--- src/rtl/mc_maindec_if.sv ---
// Control bundle between the multicycle main decoder and the datapath/memory.
// master = decoder side, slave = datapath side.
interface mc_maindec_if;
    logic [5:0] opcode;
    logic [5:0] funct;
    logic       mem_ready;
    logic       mem_req;
    logic       iord;
    logic       we_dm;
    logic       ir_we;
    logic       pc_we;
    logic [1:0] pc_src;
    logic       branch;
    logic       alu_src_a;
    logic [1:0] alu_src_b;
    logic [1:0] alu_op;
    logic       reg_dst;
    logic       we_reg;
    logic       mem2reg;
    logic       jal;
    logic       mul_start;
    logic       illegal;
    logic [3:0] state;

    modport master (
        input  opcode, funct, mem_ready,
        output mem_req, iord, we_dm, ir_we, pc_we, pc_src, branch, alu_src_a,
               alu_src_b, alu_op, reg_dst, we_reg, mem2reg, jal, mul_start,
               illegal, state
    );

    modport slave (
        output opcode, funct, mem_ready,
        input  mem_req, iord, we_dm, ir_we, pc_we, pc_src, branch, alu_src_a,
               alu_src_b, alu_op, reg_dst, we_reg, mem2reg, jal, mul_start,
               illegal, state
    );
endinterface

--- src/rtl/mc_maindec.sv ---
// Multicycle MIPS main control FSM: FETCH/DECODE/EXEC/MEM/WB, 3-5 cycles per instruction (MULTU: 2+MUL_CYCLES).
// Stalls in FETCH/MEMRD/MEMWR until mem_ready; reset clears outputs asynchronously.
module mc_maindec #(
    parameter int MUL_CYCLES = 4,
    parameter int CNT_W      = 3
) (
    input  logic          clk,
    input  logic          rst,
    mc_maindec_if.master  bus
);
    typedef enum logic [3:0] {
        S_FETCH   = 4'd0,
        S_DECODE  = 4'd1,
        S_MEMADR  = 4'd2,
        S_MEMRD   = 4'd3,
        S_MEMWB   = 4'd4,
        S_MEMWR   = 4'd5,
        S_RTEX    = 4'd6,
        S_RTWB    = 4'd7,
        S_ADDIEX  = 4'd8,
        S_ADDIWB  = 4'd9,
        S_BEQ     = 4'd10,
        S_JUMP    = 4'd11,
        S_MULEX   = 4'd12,
        S_ILLEGAL = 4'd15
    } state_t;

    localparam logic [5:0] OP_RTYPE = 6'b000000;
    localparam logic [5:0] OP_ADDI  = 6'b001000;
    localparam logic [5:0] OP_BEQ   = 6'b000100;
    localparam logic [5:0] OP_J     = 6'b000010;
    localparam logic [5:0] OP_JAL   = 6'b000011;
    localparam logic [5:0] OP_LW    = 6'b100011;
    localparam logic [5:0] OP_SW    = 6'b101011;
    localparam logic [5:0] FN_MULTU = 6'b011001;

    state_t           st;
    state_t           st_nxt;
    logic [CNT_W-1:0] cnt;
    logic             illegal_q;
    logic             is_multu;

    assign is_multu = (bus.opcode == OP_RTYPE) && (bus.funct == FN_MULTU);

    always_comb begin
        st_nxt = st;
        case (st)
            S_FETCH:   if (bus.mem_ready) st_nxt = S_DECODE;
            S_DECODE: begin
                case (bus.opcode)
                    OP_RTYPE:      st_nxt = is_multu ? S_MULEX : S_RTEX;
                    OP_ADDI:       st_nxt = S_ADDIEX;
                    OP_BEQ:        st_nxt = S_BEQ;
                    OP_J, OP_JAL:  st_nxt = S_JUMP;
                    OP_LW, OP_SW:  st_nxt = S_MEMADR;
                    default:       st_nxt = S_ILLEGAL;
                endcase
            end
            S_MEMADR:  st_nxt = (bus.opcode == OP_SW) ? S_MEMWR : S_MEMRD;
            S_MEMRD:   if (bus.mem_ready) st_nxt = S_MEMWB;
            S_MEMWB:   st_nxt = S_FETCH;
            S_MEMWR:   if (bus.mem_ready) st_nxt = S_FETCH;
            S_RTEX:    st_nxt = S_RTWB;
            S_RTWB:    st_nxt = S_FETCH;
            S_ADDIEX:  st_nxt = S_ADDIWB;
            S_ADDIWB:  st_nxt = S_FETCH;
            S_BEQ:     st_nxt = S_FETCH;
            S_JUMP:    st_nxt = S_FETCH;
            S_MULEX:   if (cnt == '0) st_nxt = S_FETCH;
            S_ILLEGAL: st_nxt = S_ILLEGAL;
            // encodings 13/14 are unreachable in normal operation; trap them
            default:   st_nxt = S_ILLEGAL;
        endcase
    end

    always_ff @(posedge clk or posedge rst) begin
        if (rst) begin
            st        <= S_FETCH;
            cnt       <= '0;
            illegal_q <= 1'b0;
        end else begin
            st <= st_nxt;
            if (st == S_DECODE && is_multu)
                cnt <= CNT_W'(MUL_CYCLES - 1);
            else if (st == S_MULEX && cnt != '0)
                cnt <= cnt - CNT_W'(1);
            if (st_nxt == S_ILLEGAL)
                illegal_q <= 1'b1;
        end
    end

    // Decoded from the state register; forced low while rst is high so a
    // pending memory request drops without waiting for a clock.
    always_comb begin
        bus.mem_req   = 1'b0;
        bus.iord      = 1'b0;
        bus.we_dm     = 1'b0;
        bus.ir_we     = 1'b0;
        bus.pc_we     = 1'b0;
        bus.pc_src    = 2'b00;
        bus.branch    = 1'b0;
        bus.alu_src_a = 1'b0;
        bus.alu_src_b = 2'b00;
        bus.alu_op    = 2'b00;
        bus.reg_dst   = 1'b0;
        bus.we_reg    = 1'b0;
        bus.mem2reg   = 1'b0;
        bus.jal       = 1'b0;
        bus.mul_start = 1'b0;
        if (!rst) begin
            case (st)
                S_FETCH: begin
                    bus.mem_req   = 1'b1;
                    bus.alu_src_b = 2'b01;
                    bus.ir_we     = bus.mem_ready;
                    bus.pc_we     = bus.mem_ready;
                end
                S_DECODE: begin
                    bus.alu_src_b = 2'b11;
                    bus.mul_start = is_multu;
                end
                S_MEMADR, S_ADDIEX: begin
                    bus.alu_src_a = 1'b1;
                    bus.alu_src_b = 2'b10;
                end
                S_MEMRD: begin
                    bus.mem_req = 1'b1;
                    bus.iord    = 1'b1;
                end
                S_MEMWB: begin
                    bus.we_reg  = 1'b1;
                    bus.mem2reg = 1'b1;
                end
                S_MEMWR: begin
                    bus.mem_req = 1'b1;
                    bus.iord    = 1'b1;
                    bus.we_dm   = 1'b1;
                end
                S_RTEX: begin
                    bus.alu_src_a = 1'b1;
                    bus.alu_op    = 2'b10;
                end
                S_RTWB: begin
                    bus.we_reg  = 1'b1;
                    bus.reg_dst = 1'b1;
                end
                S_ADDIWB: bus.we_reg = 1'b1;
                S_BEQ: begin
                    bus.alu_src_a = 1'b1;
                    bus.alu_op    = 2'b01;
                    bus.branch    = 1'b1;
                    bus.pc_src    = 2'b01;
                end
                S_JUMP: begin
                    bus.pc_we  = 1'b1;
                    bus.pc_src = 2'b10;
                    bus.jal    = (bus.opcode == OP_JAL);
                    bus.we_reg = (bus.opcode == OP_JAL);
                end
                default: ;
            endcase
        end
    end

    assign bus.state   = st;
    assign bus.illegal = illegal_q;
endmodule

--- src/flat_wrapper.sv ---
// flat-port wrapper written by rule: the top's interface ports become plain ports
module mc_maindec_flat 
#(
    parameter int MUL_CYCLES = 4,
    parameter int CNT_W      = 3
)
  (clk, rst, bus_opcode, bus_funct, bus_mem_ready, bus_mem_req, bus_iord, bus_we_dm, bus_ir_we, bus_pc_we, bus_pc_src, bus_branch, bus_alu_src_a, bus_alu_src_b, bus_alu_op, bus_reg_dst, bus_we_reg, bus_mem2reg, bus_jal, bus_mul_start, bus_illegal, bus_state);
  mc_maindec_if bus_i ();
  input  logic clk;
  input  logic rst;
  input wire logic [$bits(bus_i.opcode)-1:0] bus_opcode;
  input wire logic [$bits(bus_i.funct)-1:0] bus_funct;
  input wire logic [$bits(bus_i.mem_ready)-1:0] bus_mem_ready;
  output wire logic [$bits(bus_i.mem_req)-1:0] bus_mem_req;
  output wire logic [$bits(bus_i.iord)-1:0] bus_iord;
  output wire logic [$bits(bus_i.we_dm)-1:0] bus_we_dm;
  output wire logic [$bits(bus_i.ir_we)-1:0] bus_ir_we;
  output wire logic [$bits(bus_i.pc_we)-1:0] bus_pc_we;
  output wire logic [$bits(bus_i.pc_src)-1:0] bus_pc_src;
  output wire logic [$bits(bus_i.branch)-1:0] bus_branch;
  output wire logic [$bits(bus_i.alu_src_a)-1:0] bus_alu_src_a;
  output wire logic [$bits(bus_i.alu_src_b)-1:0] bus_alu_src_b;
  output wire logic [$bits(bus_i.alu_op)-1:0] bus_alu_op;
  output wire logic [$bits(bus_i.reg_dst)-1:0] bus_reg_dst;
  output wire logic [$bits(bus_i.we_reg)-1:0] bus_we_reg;
  output wire logic [$bits(bus_i.mem2reg)-1:0] bus_mem2reg;
  output wire logic [$bits(bus_i.jal)-1:0] bus_jal;
  output wire logic [$bits(bus_i.mul_start)-1:0] bus_mul_start;
  output wire logic [$bits(bus_i.illegal)-1:0] bus_illegal;
  output wire logic [$bits(bus_i.state)-1:0] bus_state;
  assign bus_i.opcode = bus_opcode;
  assign bus_i.funct = bus_funct;
  assign bus_i.mem_ready = bus_mem_ready;
  assign bus_mem_req = bus_i.mem_req;
  assign bus_iord = bus_i.iord;
  assign bus_we_dm = bus_i.we_dm;
  assign bus_ir_we = bus_i.ir_we;
  assign bus_pc_we = bus_i.pc_we;
  assign bus_pc_src = bus_i.pc_src;
  assign bus_branch = bus_i.branch;
  assign bus_alu_src_a = bus_i.alu_src_a;
  assign bus_alu_src_b = bus_i.alu_src_b;
  assign bus_alu_op = bus_i.alu_op;
  assign bus_reg_dst = bus_i.reg_dst;
  assign bus_we_reg = bus_i.we_reg;
  assign bus_mem2reg = bus_i.mem2reg;
  assign bus_jal = bus_i.jal;
  assign bus_mul_start = bus_i.mul_start;
  assign bus_illegal = bus_i.illegal;
  assign bus_state = bus_i.state;
  mc_maindec #(.MUL_CYCLES(MUL_CYCLES), .CNT_W(CNT_W)) u_core (.clk(clk), .rst(rst), .bus(bus_i));
endmodule
--- config.mk ---
export PLATFORM = sky130hd
export DESIGN_NAME = mc_maindec_flat
export DESIGN_NICKNAME = d
export VERILOG_FILES = /design/src/rtl/mc_maindec_if.sv /design/src/rtl/mc_maindec.sv /design/src/flat_wrapper.sv
export SDC_FILE = /design/constraint.sdc
export NUM_CORES = 1
export LEC_CHECK = 0
export CELL_PAD_IN_SITES_DETAIL_PLACEMENT = 1
export CELL_PAD_IN_SITES_GLOBAL_PLACEMENT = 2
export CORE_MARGIN = 2
export CORE_UTILIZATION = 25
export CTS_BUF_LIST = sky130_fd_sc_hd__clkbuf_8
export DETAILED_ROUTE_END_ITERATION = 7
export GPL_ROUTABILITY_DRIVEN = 1
export GPL_TIMING_DRIVEN = 0
export PLACE_DENSITY = 0.87
export SYNTH_ARGS = -nofsm -noshare
export SYNTH_HDL_FRONTEND = slang
export SYNTH_SLANG_ARGS = --single-unit
--- constraint.sdc ---
create_clock -name clk -period 2.9 [get_ports clk]
set_clock_uncertainty 0.15 [all_clocks]
set_input_delay 0.29 -clock clk [delete_from_list [all_inputs] [get_ports clk]]
set_output_delay 0.29 -clock clk [all_outputs]
set_load 0.02 [all_outputs]
# Word level (Yosys, flattened, before mapping)
# Index checks and enable logic that the tools add are counted.
# classes
reduce_logical	16
eq_ne	20
addsub	1
mux	40
# op_table
op	n
4-bit one-hot mux with 9 select lines	1
4-bit == test (second input constant)	6
1-bit two-way mux	22
4-bit two-way mux	5
4-bit one-hot mux with 5 select lines	1
4-bit by 3-bit == test with 1-bit output (second input constant)	4
6-bit by 2-bit == test with 1-bit output (second input constant)	2
6-bit == test (second input constant)	2
3-bit two-way mux	3
4-bit by 2-bit == test with 1-bit output (second input constant)	2
2-bit one-hot mux with 2 select lines	2
2-bit OR reduction	4
6-bit by 3-bit == test with 1-bit output (second input constant)	1
6-bit by 4-bit == test with 1-bit output (second input constant)	1
6-bit by 5-bit == test with 1-bit output (second input constant)	1
6-bit logical NOT	1
2-bit two-way mux	3
2-bit one-hot mux with 3 select lines	1
3-bit OR reduction	2
5-bit OR reduction	1
4-bit by 1-bit == test with 1-bit output (second input constant)	1
4-bit logical NOT	1
1-bit one-hot mux with 2 select lines	2
4-bit OR reduction	1
5 further kinds	7
# word_totals
ff_bits	8

# Depth between registers and ports, before layout
# depth
word_depth	6
depth_mapped	6
depth_no_buf	6

# Least setup slack after synthesis
# No wires, ideal clock.
# synth_timing
path_kind	flip-flop to output port
start	reg u_core.st[3] (netlist: u_core.bus.state[3])
end	out bus_pc_src[0]
path_stages_with_launch	5
required_time_ps	2460
slack_ps	521
t_arrival_ps	1939
path_cell_list	dfrtp_1 -> buf_2 -> inv_1 -> nor4_1 -> buf_4
# synth_via
elab_chain_cells	3
elab_cells_between_ends	4
# synth_rtl
item	line	text
start: declaration	mc_maindec.sv:37	state_t st;
start signal: assignment	mc_maindec.sv:82	st <= st_nxt;
4-bit == test	mc_maindec.sv:111	case (st)
2-bit one-hot mux with 2 select lines *	mc_maindec.sv:111	
2-bit two-way mux *	mc_maindec.sv:110	if (!rst) begin
end: declaration	flat_wrapper.sv:19	output wire logic [$bits(bus_i.pc_src)-1:0] bus_pc_src;
# Mark *: on every way between the ends. The rest lies on a longest branch, timed or not.

# Final worst setup path
# layout_timing
start	in rst
end	out bus_reg_dst
# layout_via
elab_chain_cells	1
# layout_rtl
item	line	text
start: declaration	flat_wrapper.sv:10	input logic rst;
1-bit two-way mux	mc_maindec.sv:110	
end: declaration	flat_wrapper.sv:24	output wire logic [$bits(bus_i.reg_dst)-1:0] bus_reg_dst;
# No other way between the ends.

==> flow_metrics.tcl <==
set metrics [dict create \
    run_status "finished, final reports clean" \
    slowest_delay_ns 0.67 \
    dr.pass1.iters 4 \
    io_pins 38 \
    tightest_slew_ns 0.5437 \
    cts_max_level 1 \
    p_per_area_mw_per_mm2 892.8 \
    worstPathMaxFanout 10 \
    synth-edff-count 0 \
    hold_viol_final 0 \
    grt.total_usage_pct 15.07 \
    async_flop_share_pct 100.0 \
    grt_pass1_wl_um 4974 \
    insertion_delay_ns 0.22 \
    drc 0 \
    reg2reg_slack_ns 1.10 \
    grt_max_degree 11 \
    fin_area_mm2 0.001376 \
    critical_path_class "in2out" \
    synth_top_cell_by_area "dfrtp_1" \
    rsz0062_at_grt "no" \
    num_vias 1065 \
    place_hpwl_um 2429 \
    synth_cell_type_count 42 \
    area_growth_pct 52.78 \
    root_buffer "clkbuf_8" \
    hold_path_end "u_core.cnt[0]$_DFFE_PP0P_" \
    syn-cell-area_um2 900.9 \
    crit_top_cell "clkdlybuf4s50_1" \
    cts_tree "done" \
    cts_buffer_depth 2 \
    synth-seq-area-share_pct 22.22 \
    initial_core_util_pct 26.58 \
    final.period_utilization_pct 93.87 \
    max_freq_mhz 367.3 \
    worst_slack_ns 0.1777 \
    cts_hold_buf 0 \
    rows 21 \
    fp.dieH_um 64.03 \
    total_leakage_power_nw 0.5641 \
    drt-wirelength-per-cell_um 14.75 \
    r2r_start "u_core.cnt[0]$_DFFE_PP0P_" \
    grt_pass1_vias 1045 \
    finalNonFillerCells 203 \
    diodes 0 \
    hold_start "u_core.cnt[0]$_DFFE_PP0P_" \
    path_cells "clkdlybuf4s50_1 > clkbuf_1 > inv_2 > nand2_1 > nor3_1 > clkdlybuf4s50_1" \
    synthFlopType "dfrtp_1" \
    drt_wl_total_um 2995 \
    crit_path_start_kind "input pin" \
    cp-end-kind "output port" \
    cap_violations 0 \
    cts_made_buffers 3 \
    reg2reg_to "u_core.cnt[2]$_DFFE_PP0P_" \
    place_inst 200 \
    period_needed_ns 2.722 \
    grt_overflow 0 \
    rr_worst_depth 6 \
    antenna_found_initial 0 \
    final_util_pct 40.61 \
    portBuffers 35 \
    synthesis.nets 136 \
    holdPathStages 2 \
    dieWidth_um 64.03 \
    slowest_stage "clkdlybuf4s50_1" \
    cts.sinks 8 \
    slew_headroom_pct 63.75 \
    preCtsSetupSlack_ns -0.03531 \
    drv_slew 0 \
    irDropWorstVdd_v 0.0003687 \
    drive_above_1_share_pct 12.74 \
    core-area_mm2 0.003390 \
    setup_viol 0 \
    yosys_warnings 0 \
    crit_family "buffers and inverters" \
    synth_seq_cells 8 \
    whs_ns 0.3760 \
    cp_data_arrival_time_ns 2.28 \
    path_buf_inv 4 \
    synth_cells 119 \
    routabilityCongestion 0.7190 \
    yosys-top-cells-area "dfrtp_1, nor4_1, inv_1" \
    synth_top_area_share_pct 22.22 \
    viasPerCell 5.246 \
    clkTransAtPathRegs_ns 0.04 \
    first_iter_violations 42 \
    cp.required_ns 2.46 \
    postRouteAntennaNets 0 \
    syn_avg_cell_area_um2 7.570 \
    fin_nets 176 \
    placed_area_mm2 0.001309 \
    min_path_type "reg2reg" \
    die_area_mm2 0.004100 \
]
-- per-stage QoR --
step / power [mW] / TNS, ns
2_1_floorplan: 0.7914 / 0
3_3_place_gp: 1.077 / 0
3_5_place_dp: 1.096 / -0.03531
4_1_cts: 1.234 / 0
5_1_grt: 1.335 / 0
6_report: 1.229 / 0
-- worst max path at each step --
stage | from | to | slack [ns] | depth (start not counted)
floorplan | u_core.bus.state[3]$_DFF_PP0_ | bus_pc_src[0] | 0.52 | 4
global placement | bus_opcode[1] | bus_mul_start | 0.07 | 5
detailed placement | rst | bus_reg_dst | -0.04 | 6
CTS | u_core.bus.state[3]$_DFF_PP0_ | bus_mul_start | 0.0001 | 5
global route | u_core.bus.state[3]$_DFF_PP0_ | bus_pc_src[0] | 0.03 | 5
finish | rst | bus_reg_dst | 0.18 | 6
-- state kept, by name, summed over array words and instances (netlist names) --
name,cells
u_core.bus.illegal,1
u_core.bus.state,4
u_core.cnt,3
-- cell usage in the layout (no fill, tap or decap), types with 2 or more instances in the layout --
master,Yosys,routed
o211ai_1,3,3
a21oi_1,6,6
xnor2_1,2,2
clkdlybuf4s50_1,0,34
and2_2,2,2
nand2b_1,4,4
inv_1,11,10
o21ai_0,2,2
nor4_1,7,4
nor2_1,10,10
nor4_2,0,3
clkbuf_8,0,3
nand4_1,3,3
nor3_1,8,7
ha_1,2,2
xor2_1,2,2
nor2b_1,2,2
a32oi_1,4,4
mux2i_1,3,3
clkbuf_1,2,2
and2_1,2,2
nand2_1,9,9
o211a_1,2,2
buf_2,5,5
dfrtp_1,8,8
-- worst register-to-register path, cell delays in order (launching register included) --
cell	delay, ns
dfrtp_1	0.36
inv_1	0.05
ha_1	0.19
ha_1	0.23
nor4b_4	0.40
mux2i_1	0.23
and2_1	0.14
-- layer usage --
metal / track usage, % / wire length [um]
met5: 0 / 0
met4: 0.8152 / 0
met3: 3.521 / 154
met2: 27.99 / 1563
met1: 18.29 / 1277
-- power by group --
group | switching (mW) | internal [mW] | total (mW)
Combinational | 0.494 | 0.387 | 0.880
Sequential | 0.0531 | 0.166 | 0.219
Clock | 0.0400 | 0.0896 | 0.130
-- synthesized netlist by cell type, types with 3 or more instances --
library cell  number
mux2i_1            3
dfrtp_1            8
inv_1             11
nand4_1            3
buf_2              5
nand2b_1           4
nor2_1            10
a21oi_1            6
nand2_1            9
o211ai_1           3
nor4_1             7
a32oi_1            4
nor3_1             8
-- what timing repair did --
item | in CTS | in global routing
pin swaps | 0 | 0
endpoints found under the setup margin | 1 | 4
buffers inserted | 0 | 0
cloned | 0 | 0
resized for setup | 1 | 5
-- cells by family (layout without fill, tap and decap cells) --
group | Yosys count | count (layout) | synth area share, %
compound gates | 25 | 25 | 20.70
xor+xnor | 4 | 4 | 3.890
fa+ha+maj | 2 | 2 | 2.777
buf+inv | 21 | 59 | 10.83
flops | 8 | 8 | 22.22
mux | 3 | 3 | 3.333
simple gates | 56 | 56 | 36.25
-- area by class of cell --
class / count / area [um2]
Tap cell: 46 / 57.56
Sequential cell: 8 / 200.2
Clock buffer: 3 / 41.29
Inverter: 11 / 41.29
Multi-Input combinational cell: 90 / 626.9
Fill cell: 404 / 2013
Timing Repair Buffer: 35 / 352.8
Buffer: 10 / 56.30
Power figures use the tool's default switching activity.
